File: config.mk
export PLATFORM = sky130hd
export DESIGN_NAME = commit_flush_ctrl
export DESIGN_NICKNAME = d
export VERILOG_FILES = /design/src/rtl/commit_flush_ctrl.sv
export SDC_FILE = /design/constraint.sdc
export NUM_CORES = 1
export LEC_CHECK = 0
export CORE_MARGIN = 1.5
export CORE_UTILIZATION = 30
export CTS_CLUSTER_SIZE = 25
export DETAILED_ROUTE_END_ITERATION = 10
export GPL_TIMING_DRIVEN = 1
export PLACE_DENSITY = 0.6
export REMOVE_ABC_BUFFERS = 1
export SLEW_MARGIN = 20
export SYNTH_ARGS = -nofsm -noshare
export SYNTH_HDL_FRONTEND = slang
export SYNTH_SLANG_ARGS = --single-unit
export TNS_END_PERCENT = 100
File: constraint.sdc
create_clock -name clk -period 2.65 [get_ports clk]
set_clock_uncertainty 0.1 [all_clocks]
set_input_delay 0.53 -clock clk [delete_from_list [all_inputs] [get_ports clk]]
set_output_delay 0.53 -clock clk [all_outputs]
set_load 0.02 [all_outputs]
File: src/rtl/commit_flush_ctrl.sv
`default_nettype none
// +----------------------------------------------------------------------------+
// | commit_flush_ctrl: misprediction recovery sequencer at the ROB head.        |
// | Rev 1.0                                                                     |
// +----------------------------------------------------------------------------+
module commit_flush_ctrl #(
  parameter int RESTORE_CYCLES = 1,
  parameter int CNT_WIDTH      = 16
) (
  input  logic                 clk,
  input  logic                 rst,
  input  logic                 rob_head_valid,
  input  logic                 rob_head_ready,
  input  logic [6:0]           rob_head_opcode,
  input  logic                 rob_head_mispredict,
  input  logic [31:0]          rob_head_target,
  input  logic                 dmem_busy,
  output logic                 flush_branch,
  output logic                 move_flush,
  output logic                 flush_all,
  output logic                 rat_restore,
  output logic                 pc_redirect_valid,
  output logic [31:0]          pc_redirect_addr,
  output logic                 frontend_stall,
  output logic [CNT_WIDTH-1:0] flush_count
);

  localparam logic [6:0] c_op_jal  = 7'b1101111;
  localparam logic [6:0] c_op_jalr = 7'b1100111;
  localparam logic [6:0] c_op_br   = 7'b1100011;
  localparam logic [3:0] c_restore_load = 4'(RESTORE_CYCLES - 1);
  localparam logic [CNT_WIDTH-1:0] c_cnt_max = {CNT_WIDTH{1'b1}};

  typedef enum logic [1:0] {
    S_IDLE    = 2'd0,
    S_DRAIN   = 2'd1,
    S_COMMIT  = 2'd2,
    S_RESTORE = 2'd3
  } state_t;

  state_t                 r_state;
  state_t                 w_next;
  logic [31:0]            r_target;
  logic [31:0]            r_redirect;
  logic [3:0]             r_rcnt;
  logic [CNT_WIDTH-1:0]   r_count;
  logic                   w_is_cf;
  logic                   w_detect;

  assign w_is_cf  = (rob_head_opcode == c_op_jal) || (rob_head_opcode == c_op_jalr) ||
                    (rob_head_opcode == c_op_br);
  // Gated by rst so the IDLE outputs also read 0 while reset is held.
  assign w_detect = !rst && (r_state == S_IDLE) && rob_head_valid && rob_head_ready &&
                    rob_head_mispredict && w_is_cf;

  always_comb begin
    w_next            = r_state;
    flush_branch      = 1'b0;
    move_flush        = 1'b0;
    flush_all         = 1'b0;
    rat_restore       = 1'b0;
    pc_redirect_valid = 1'b0;
    frontend_stall    = 1'b0;
    case (r_state)
      S_IDLE: begin
        flush_branch   = w_detect;
        frontend_stall = w_detect;
        if (w_detect) w_next = S_DRAIN;
      end
      S_DRAIN: begin
        flush_branch   = 1'b1;
        frontend_stall = 1'b1;
        if (!dmem_busy) w_next = S_COMMIT;
      end
      S_COMMIT: begin
        flush_branch      = 1'b1;
        move_flush        = 1'b1;
        flush_all         = 1'b1;
        rat_restore       = 1'b1;
        pc_redirect_valid = 1'b1;
        frontend_stall    = 1'b1;
        w_next            = S_RESTORE;
      end
      S_RESTORE: begin
        frontend_stall = 1'b1;
        if (r_rcnt == 4'd0) w_next = S_IDLE;
      end
      default: w_next = S_IDLE;
    endcase
  end

  always_ff @(posedge clk or posedge rst) begin
    if (rst) begin
      r_state    <= S_IDLE;
      r_target   <= 32'd0;
      r_redirect <= 32'd0;
      r_rcnt     <= 4'd0;
      r_count    <= '0;
    end else begin
      r_state <= w_next;
      if (w_detect) r_target <= rob_head_target;
      // Redirect register only changes on entry to COMMIT, so it holds its value elsewhere.
      if (r_state == S_DRAIN && !dmem_busy) r_redirect <= r_target;
      if (r_state == S_COMMIT) begin
        r_rcnt <= c_restore_load;
        if (r_count != c_cnt_max) r_count <= r_count + CNT_WIDTH'(1);
      end else if (r_state == S_RESTORE && r_rcnt != 4'd0) begin
        r_rcnt <= r_rcnt - 4'd1;
      end
    end
  end

  assign pc_redirect_addr = r_redirect;
  assign flush_count      = r_count;

endmodule
`default_nettype wire

==> results.txt <==
----------------------------------------------------
[Floorplan]
  Count of standard-cell rows ... 40
  Boundary pin count ... 99
  Chip width ... 114 um
  Core area ... 12000 um^2
  Area enclosed by the die boundary ... 12900 um^2
  Initial core utilization ... 30.7%
  Die Y ... 114 um

[Worst setup path]
  Element type at the critical path end ... primary output
  Top fanout value on the critical path ... 4
  WP data arrival ... 1.88 ns
  Cell chain of the critical path ... clkdlybuf4s50_1 > nand4b_4 > a2111oi_4 > nor2_1 > nor2_1 > clkbuf_2
  Critical path class ... in2out
  Critical Path RT ... 2.02 ns
  Cell type of the slowest stage on the worst timing path ... sky130_fd_sc_hd__clkdlybuf4s50_1
  Critical path's largest stage delay ... 0.51 ns
  Critical path startpoint category ... input port
  Cell seen most often among critical-path stages ... sky130_fd_sc_hd__nor2_1

[Power and ir drop]
  Peak supply drop ... 0.000512 V
  PnR Total Power ... 3.71 mW
  Pwr Density ... 721 nW/um^2
  Leakage dissipation ... 2.43 nW

[STA]
  Normalized max-slew margin ... 68.3%
  Unrepaired setup endpoints after global routing ... no
  Final setup violation count ... 0
  Final hold viol count ... 0
  Total Negative Setup Slacks ... 0 ns
  Post-layout min period ... 2.51 ns
  Worst slew pin tran ... 0.475 ns
  Fin Hold WS ... 0.393 ns
  Final Max Slew Viols ... 0
  Maximum operating frequency ... 0.398 GHz
  Final Cycle Share ... 94.9%

[Placement]
  Total of buffers placed on input and output ports ... 98
  Sum of net half-perimeters after detailed placement ... 5160 um
  RD Place Congestion ... 0.762

[Yosys]
  Number of enable-type register cells in the synthesized netlist ... 0
  Syn Inst Count ... 260
  Share of synthesized registers carrying an async set or reset ... 100%
  Main synth FF type ... sky130_fd_sc_hd__dfrtp_1
  Syn. warnings ... 0
  Synthesized cell area ... 3670 um^2
  Share of the yosys chip area belonging to registers ... 58.6%
  Post-synthesis cell type count ... 41
  Synthesized flop and latch total ... 86
  Syn Area/Cell ... 14.1 um^2

[Run]
  Maximum capacitance violations ... 0

[Final layout]
  Filler instances ... 1122
  Share of post-route cells with drive strength above 1 ... 27.4%
  Area Growth Syn to Fin ... 40.1%
  Number of diodes added for antenna fixing ... 0
  Total Nets Final ... 421

[CTS]
  Cell at the root of the clock tree ... sky130_fd_sc_hd__clkbuf_16
  Count of buffers added by post-CTS timing repair for setup ... 0
  Max clock buf depth ... 2
  CTS H-tree lvls ... 3
  Number of buffers inserted during clock tree synthesis ... 9
  CTS tree ... yes
  Skew-Pair Late Insertion Delay ... 0.34 ns
  Sinks on Clock Net ... 86
  Post-CTS clock slew at the launch and capture registers of the worst setup and hold paths ... 0.06 ns
  Number of buffers added to fix hold violations after cts ... 0

[GRT]
  Congestion Overflow GR ... 0
  Initial antenna violation count ... 0
  Largest net degree at the start of global routing ... 36
  Number of global-route vias before repair ... 2575
  Wire length of the first global-routing pass ... 12900 um
  Aggregate global-route resource usage ... 13.0%

[Routing]
  1st-pass router iterations ... 4
  Post-DR wirelength/cell ... 14.7 um
  Vias ... 2435
  DRC violations left ... 0
  Residual antenna-violating net count after detailed routing ... 0
  Routed wire length ... 7610 um
  Avg Vias per Cell ... 4.69
  Number of DRC markers in iteration 0 ... 82

[Run status]
  Outcome ... finished clean

[Worst hold path]
  Class of the tightest hold or removal check ... reg2reg

----------------------------------------------------
-- cell type report --
cell class | instances | area (um^2) | area share (%)
Clock buffer | 11 | 253 | 4.91
Clock inverter | 4 | 22.5 | 0.438
Inverter | 12 | 46.3 | 0.900
Multi-Input combinational cell | 151 | 1400 | 27.3
Sequential cell | 86 | 2150 | 41.8
Tap cell | 147 | 184 | 3.57
Timing Repair Buffer | 108 | 1080 | 21.1
-- per-stage QoR --
step | instances | area, um^2 | worst slack (ns) | util (%)
after global routing | 519 | 5140 | 0.0235 | 43.0
after global placement | 504 | 4880 | -0.254 | 40.8
after floorplan | 249 | 3590 | -0.468 | -
after detailed placement | 504 | 4880 | -0.263 | 40.8
final | 519 | 5140 | 0.135 | 43.0
after CTS | 519 | 5150 | 0.0131 | 43.1
-- metal layers --
layer  vias up  global-route usage (%)  share of wire, %
met1      1226                    16.1                45
met3        13                    4.94               6.4
met4         0                    5.75               1.8
met2        68                    20.2                47
li1       1128                       -                 -
met5         -                       0                 0
-- repair_timing --
item / CTS / global route
setup endpoints to repair: 2 / 2
gates resized for setup: 3 / 3
endpoints found under the hold margin: 0 / 0
pin swaps: 0 / 1
-- synthesized netlist by cell type (2+ instances only) --
cell type | instances | area share [%]
sky130_fd_sc_hd__nor3_1 | 4 | 0.54
sky130_fd_sc_hd__xor2_1 | 8 | 1.9
sky130_fd_sc_hd__buf_2 | 4 | 0.54
sky130_fd_sc_hd__buf_6 | 3 | 0.92
sky130_fd_sc_hd__nand4_1 | 4 | 0.68
sky130_fd_sc_hd__mux2_2 | 65 | 20
sky130_fd_sc_hd__a21oi_1 | 5 | 0.68
sky130_fd_sc_hd__inv_1 | 12 | 1.2
sky130_fd_sc_hd__nor2_1 | 11 | 1.1
sky130_fd_sc_hd__dfrtp_1 | 86 | 59
sky130_fd_sc_hd__nor4_1 | 6 | 1.0
sky130_fd_sc_hd__xnor2_1 | 6 | 1.4
sky130_fd_sc_hd__nand3_1 | 3 | 0.41
sky130_fd_sc_hd__or2_2 | 2 | 0.34
sky130_fd_sc_hd__buf_4 | 3 | 0.61
sky130_fd_sc_hd__nand2_1 | 6 | 0.61
sky130_fd_sc_hd__ha_1 | 8 | 2.7
-- path summary, 6_finish.rpt --
kind,startpoint,to,slack [ns],cells past startpoint
setup / recovery,rob_head_opcode[1],flush_branch,0.14,6
hold / removal,flush_count[5]$_DFFE_PP0P_,flush_count[5]$_DFFE_PP0P_,0.39,1
setup reg to reg,r_state[1]$_DFFE_PP0P_,r_target[10]$_DFFE_PP0P_,0.42,6
hold reg to reg,flush_count[5]$_DFFE_PP0P_,flush_count[5]$_DFFE_PP0P_,0.39,1
max in group asynchronous,rst,pc_redirect_addr[28]$_DFFE_PP0P_,1.37,4
min in group asynchronous,rst,r_state[0]$_DFFE_PP0P_,0.54,3
-- where the power goes --
group	total, mW	internal, mW	leakage [nW]	switching, mW
clock network	1.18	0.676	0.137	0.506
logic	1.02	0.520	1.11	0.502
registers	1.51	1.42	1.19	0.0877
total	3.71	2.61	2.43	1.10
-- worst max-delay path, delay by kind of cell --
kind,cells,cell delay (ns)
AO/OA/AOI/OAI,1,0.40
AND/OR/NAND/NOR,3,0.28
buffers and inverters,2,0.68
-- cells by family after synthesis --
family | Yosys count | share of synthesized area, %
simple gates | 48 | 8.07
buf+inv | 23 | 3.41
flops | 86 | 58.6
xor+xnor | 14 | 3.34
mux | 67 | 20.6
compound gates | 14 | 3.27
fa+ha+maj | 8 | 2.72
-- layout by cell type, fill, tap and decap left out, drive strengths merged, types with 2 or more instances in the layout --
cell,n
clkbuf,13
a21oi,5
clkinv,4
nor2,11
ha,8
nor3,4
nand2,6
xor2,8
clkdlybuf4s50,96
or2,2
nand4,5
nand3,3
buf,10
xnor2,6
nor4,7
mux2,66
nand4b,2
dfrtp,86
inv,11
-- state kept, by name, summed over array words and instances (netlist names) --
signal,cells
pc_redirect_addr,32
r_target,32
flush_count,16
r_rcnt,4
r_state,2
No activity file was read; power rests on OpenSTA's default activity.
==> patch, RTL diff (config.mk and constraints unchanged) <==
Encoding of `state_t`: now Gray code (2 bits for 4 states).
--- a/src/rtl/commit_flush_ctrl.sv
+++ b/src/rtl/commit_flush_ctrl.sv
@@ -32,10 +32,10 @@
   localparam logic [CNT_WIDTH-1:0] c_cnt_max = {CNT_WIDTH{1'b1}};
 
   typedef enum logic [1:0] {
-    S_IDLE    = 2'd0,
-    S_DRAIN   = 2'd1,
-    S_COMMIT  = 2'd2,
-    S_RESTORE = 2'd3
+    S_IDLE    = 2'b00,
+    S_DRAIN   = 2'b01,
+    S_COMMIT  = 2'b11,
+    S_RESTORE = 2'b10
   } state_t;
 
   state_t                 r_state;
Formal check against the unedited RTL: no difference found for any inputs over 10 cycles, from zero or initial values and one cycle with rst high; not proved beyond that.
==> patch against the original RTL <==
- the run now ends with design-rule violations left
- die area is 2.8% lower
- sequential cell count stayed put
- area after synthesis is 2.9% lower
- utilization is 0.86 points higher
- count of clock-buffer cells in the layout is 2 lower
- design area is 1.8% lower
- setup slack worse by 58 ps
- register-to-register slack worse by 180 ps
- routed wire length is 4.7% lower
- sequential share of layout area is 0.79 points higher
- worst hold slack worse by 120 ps
- highest routed layer unchanged
Power is not compared: it rests on default switching activity, and its combinational part moved more than twofold at a synthesized area within 25%.
==> patch: results <==
outcome:
  status: "finished, violations left"
  failed_checks: "design-rule violations"
synth:
  synth_xor_area_frac: 0.01964
  ys_warn_count: 0
  synth.mux.area_fraction: 0.2112
  ys_seq_area_frac: 0.6033
  synth_compound_gate_area_share: 0.04981
  synth.top_cells.by_area: "dfrtp_1 60%, mux2_2 20%, nand3_1 1.5%"
  synth.distinct_cells: 37
  synth_common_cells: "86 x dfrtp_1, 64 x mux2_2, 11 x nand3_1"
  synthAdderAreaFrac: 0.01052
  avgSynthCellArea_um2: 13.99
worst_setup_path:
  slowest_stage: "or4b_4"
  path_max_fanout: 6
  cpPeakStageDelay_ps: 560
  arrival_ps: 1940
  rrSetupSlack_ps: 240
clock_network:
  path_clk_slew_ps: 60
  cts.path.max_buffers: 2
  cts.htree.levels: 3
  root_buffer: "clkbuf_16"
  clock_latency_ps: 330
  cts_hold_buf: 0
placed_design:
  placed_cell_area_um2: 4736
  dp.cells: 492
  post-dp-hpwl_um: 5017
  port_buffers: 98
  routabilityCongestion: 0.7383
  place_ws_ps: -699.6
sta:
  fin_crit_ps: 2573
  worst-slew-pin-transition_ps: 516.9
  whs_ps: 276.6
drt:
  route.met3.wl_um: 425
  route.met2.wl_um: 3758
  wirelength_um: 7254
  viasPerCell: 4.657
  drc: 14
  vias: 2361
  drtIter0Drc: 92
  dr.pass1.iters: 7
  wl_met1_um: 2998
global_routing:
  grt_pass1_wl_um: 12590
  grt_pass1_vias: 2640
  track_usage: 0.1265
  grt_max_degree: 45
  grt_antenna_before_repair: 0
cells_and_area:
  diodes: 0
  layout-drive-gt1-share: 0.2610
  fillers: 1083
  finalNetCount: 408
power:
  p_leak_nw: 2.346
  vdd_drop_max_uv: 413.7
worst_hold_path:
  min_path_type: "in2async"
## patch: cell types whose count changed after synthesis, sizes merged, moves of 4 or more
cell	before	now
nor2	11	5
a31oi	0	6
ha	8	3
nor4	7	2
nand3	3	11
buf	10	6
o21ai	1	6
clkbuf	1	5
## patch: metal layers
| layer | global-route usage | vias to the layer above |
|---|---|---|
| met5 | 0 | - |
| met4 | 0.04304 | 0 |
| met3 | 0.04482 | 7 |
| met2 | 0.2276 | 61 |
| met1 | 0.1394 | 1171 |
| li1 | - | 1122 |
## patch: critical path, delay by kind of cell, from the launching register on
kind | cells | cell delay, ps
DFF | 1 | 450
AOI/OAI and AO/OA | 1 | 300
and+or+nand+nor | 2 | 760
buffers and inverters | 1 | 110
## patch: final cells by class
class	count	area [um^2]	share of cell area
Sequential cell	86	2153	0.4262
Inverter	10	38.79	0.007677
Clock buffer	9	225.2	0.04458
Multi-Input combinational cell	148	1310	0.2593
Timing Repair Buffer	105	1059	0.2095
Tap cell	143	178.9	0.03541
Clock inverter	6	87.58	0.01734
## patch: final timing paths
| path | endpoint | cells past startpoint | startpoint |
|---|---|---|---|
| max | flush_branch | 4 | r_state[0] |
| min | r_target[2] | 2 | rst |
| max reg2reg | r_target[8] | 4 | r_state[0] |
| min reg2reg | r_target[22] | 1 | r_target[22] |
| max in group asynchronous | pc_redirect_addr[29] | 3 | rst |
| min in group clk | r_target[22] | 1 | r_target[22] |
## patch: per-stage QoR
step | power, mW | setup TNS, ps
after CTS | 2.963 | 0
final | 2.906 | 0
after detailed placement | 1.620 | -14370
after global placement | 1.615 | -13240
after floorplan | 1.485 | -52790
after global routing | 3.031 | -62.17
## patch: kinds of logic after synthesis
group	after synthesis
flip-flops	86
multiplexers	67
AND/OR/NAND/NOR	46
AO/OA/AOI/OAI	24
buffers and inverters	21
XOR/XNOR	8
adder cells (fa/ha/maj)	3
## patch: repair_timing
item | 4_1_cts | 5_1_grt
endpoints found under the setup margin | 34 | 2
pin swaps | 3 | 0
gates resized for setup | 14 | 2
setup buffers | 0 | 0
## patch: report_power, final
part	switching, mW	internal, mW	total [mW]
Combinational	0.0902	0.131	0.221
Sequential	0.0200	1.35	1.37
Clock	0.495	0.820	1.31
Total	0.605	2.30	2.91
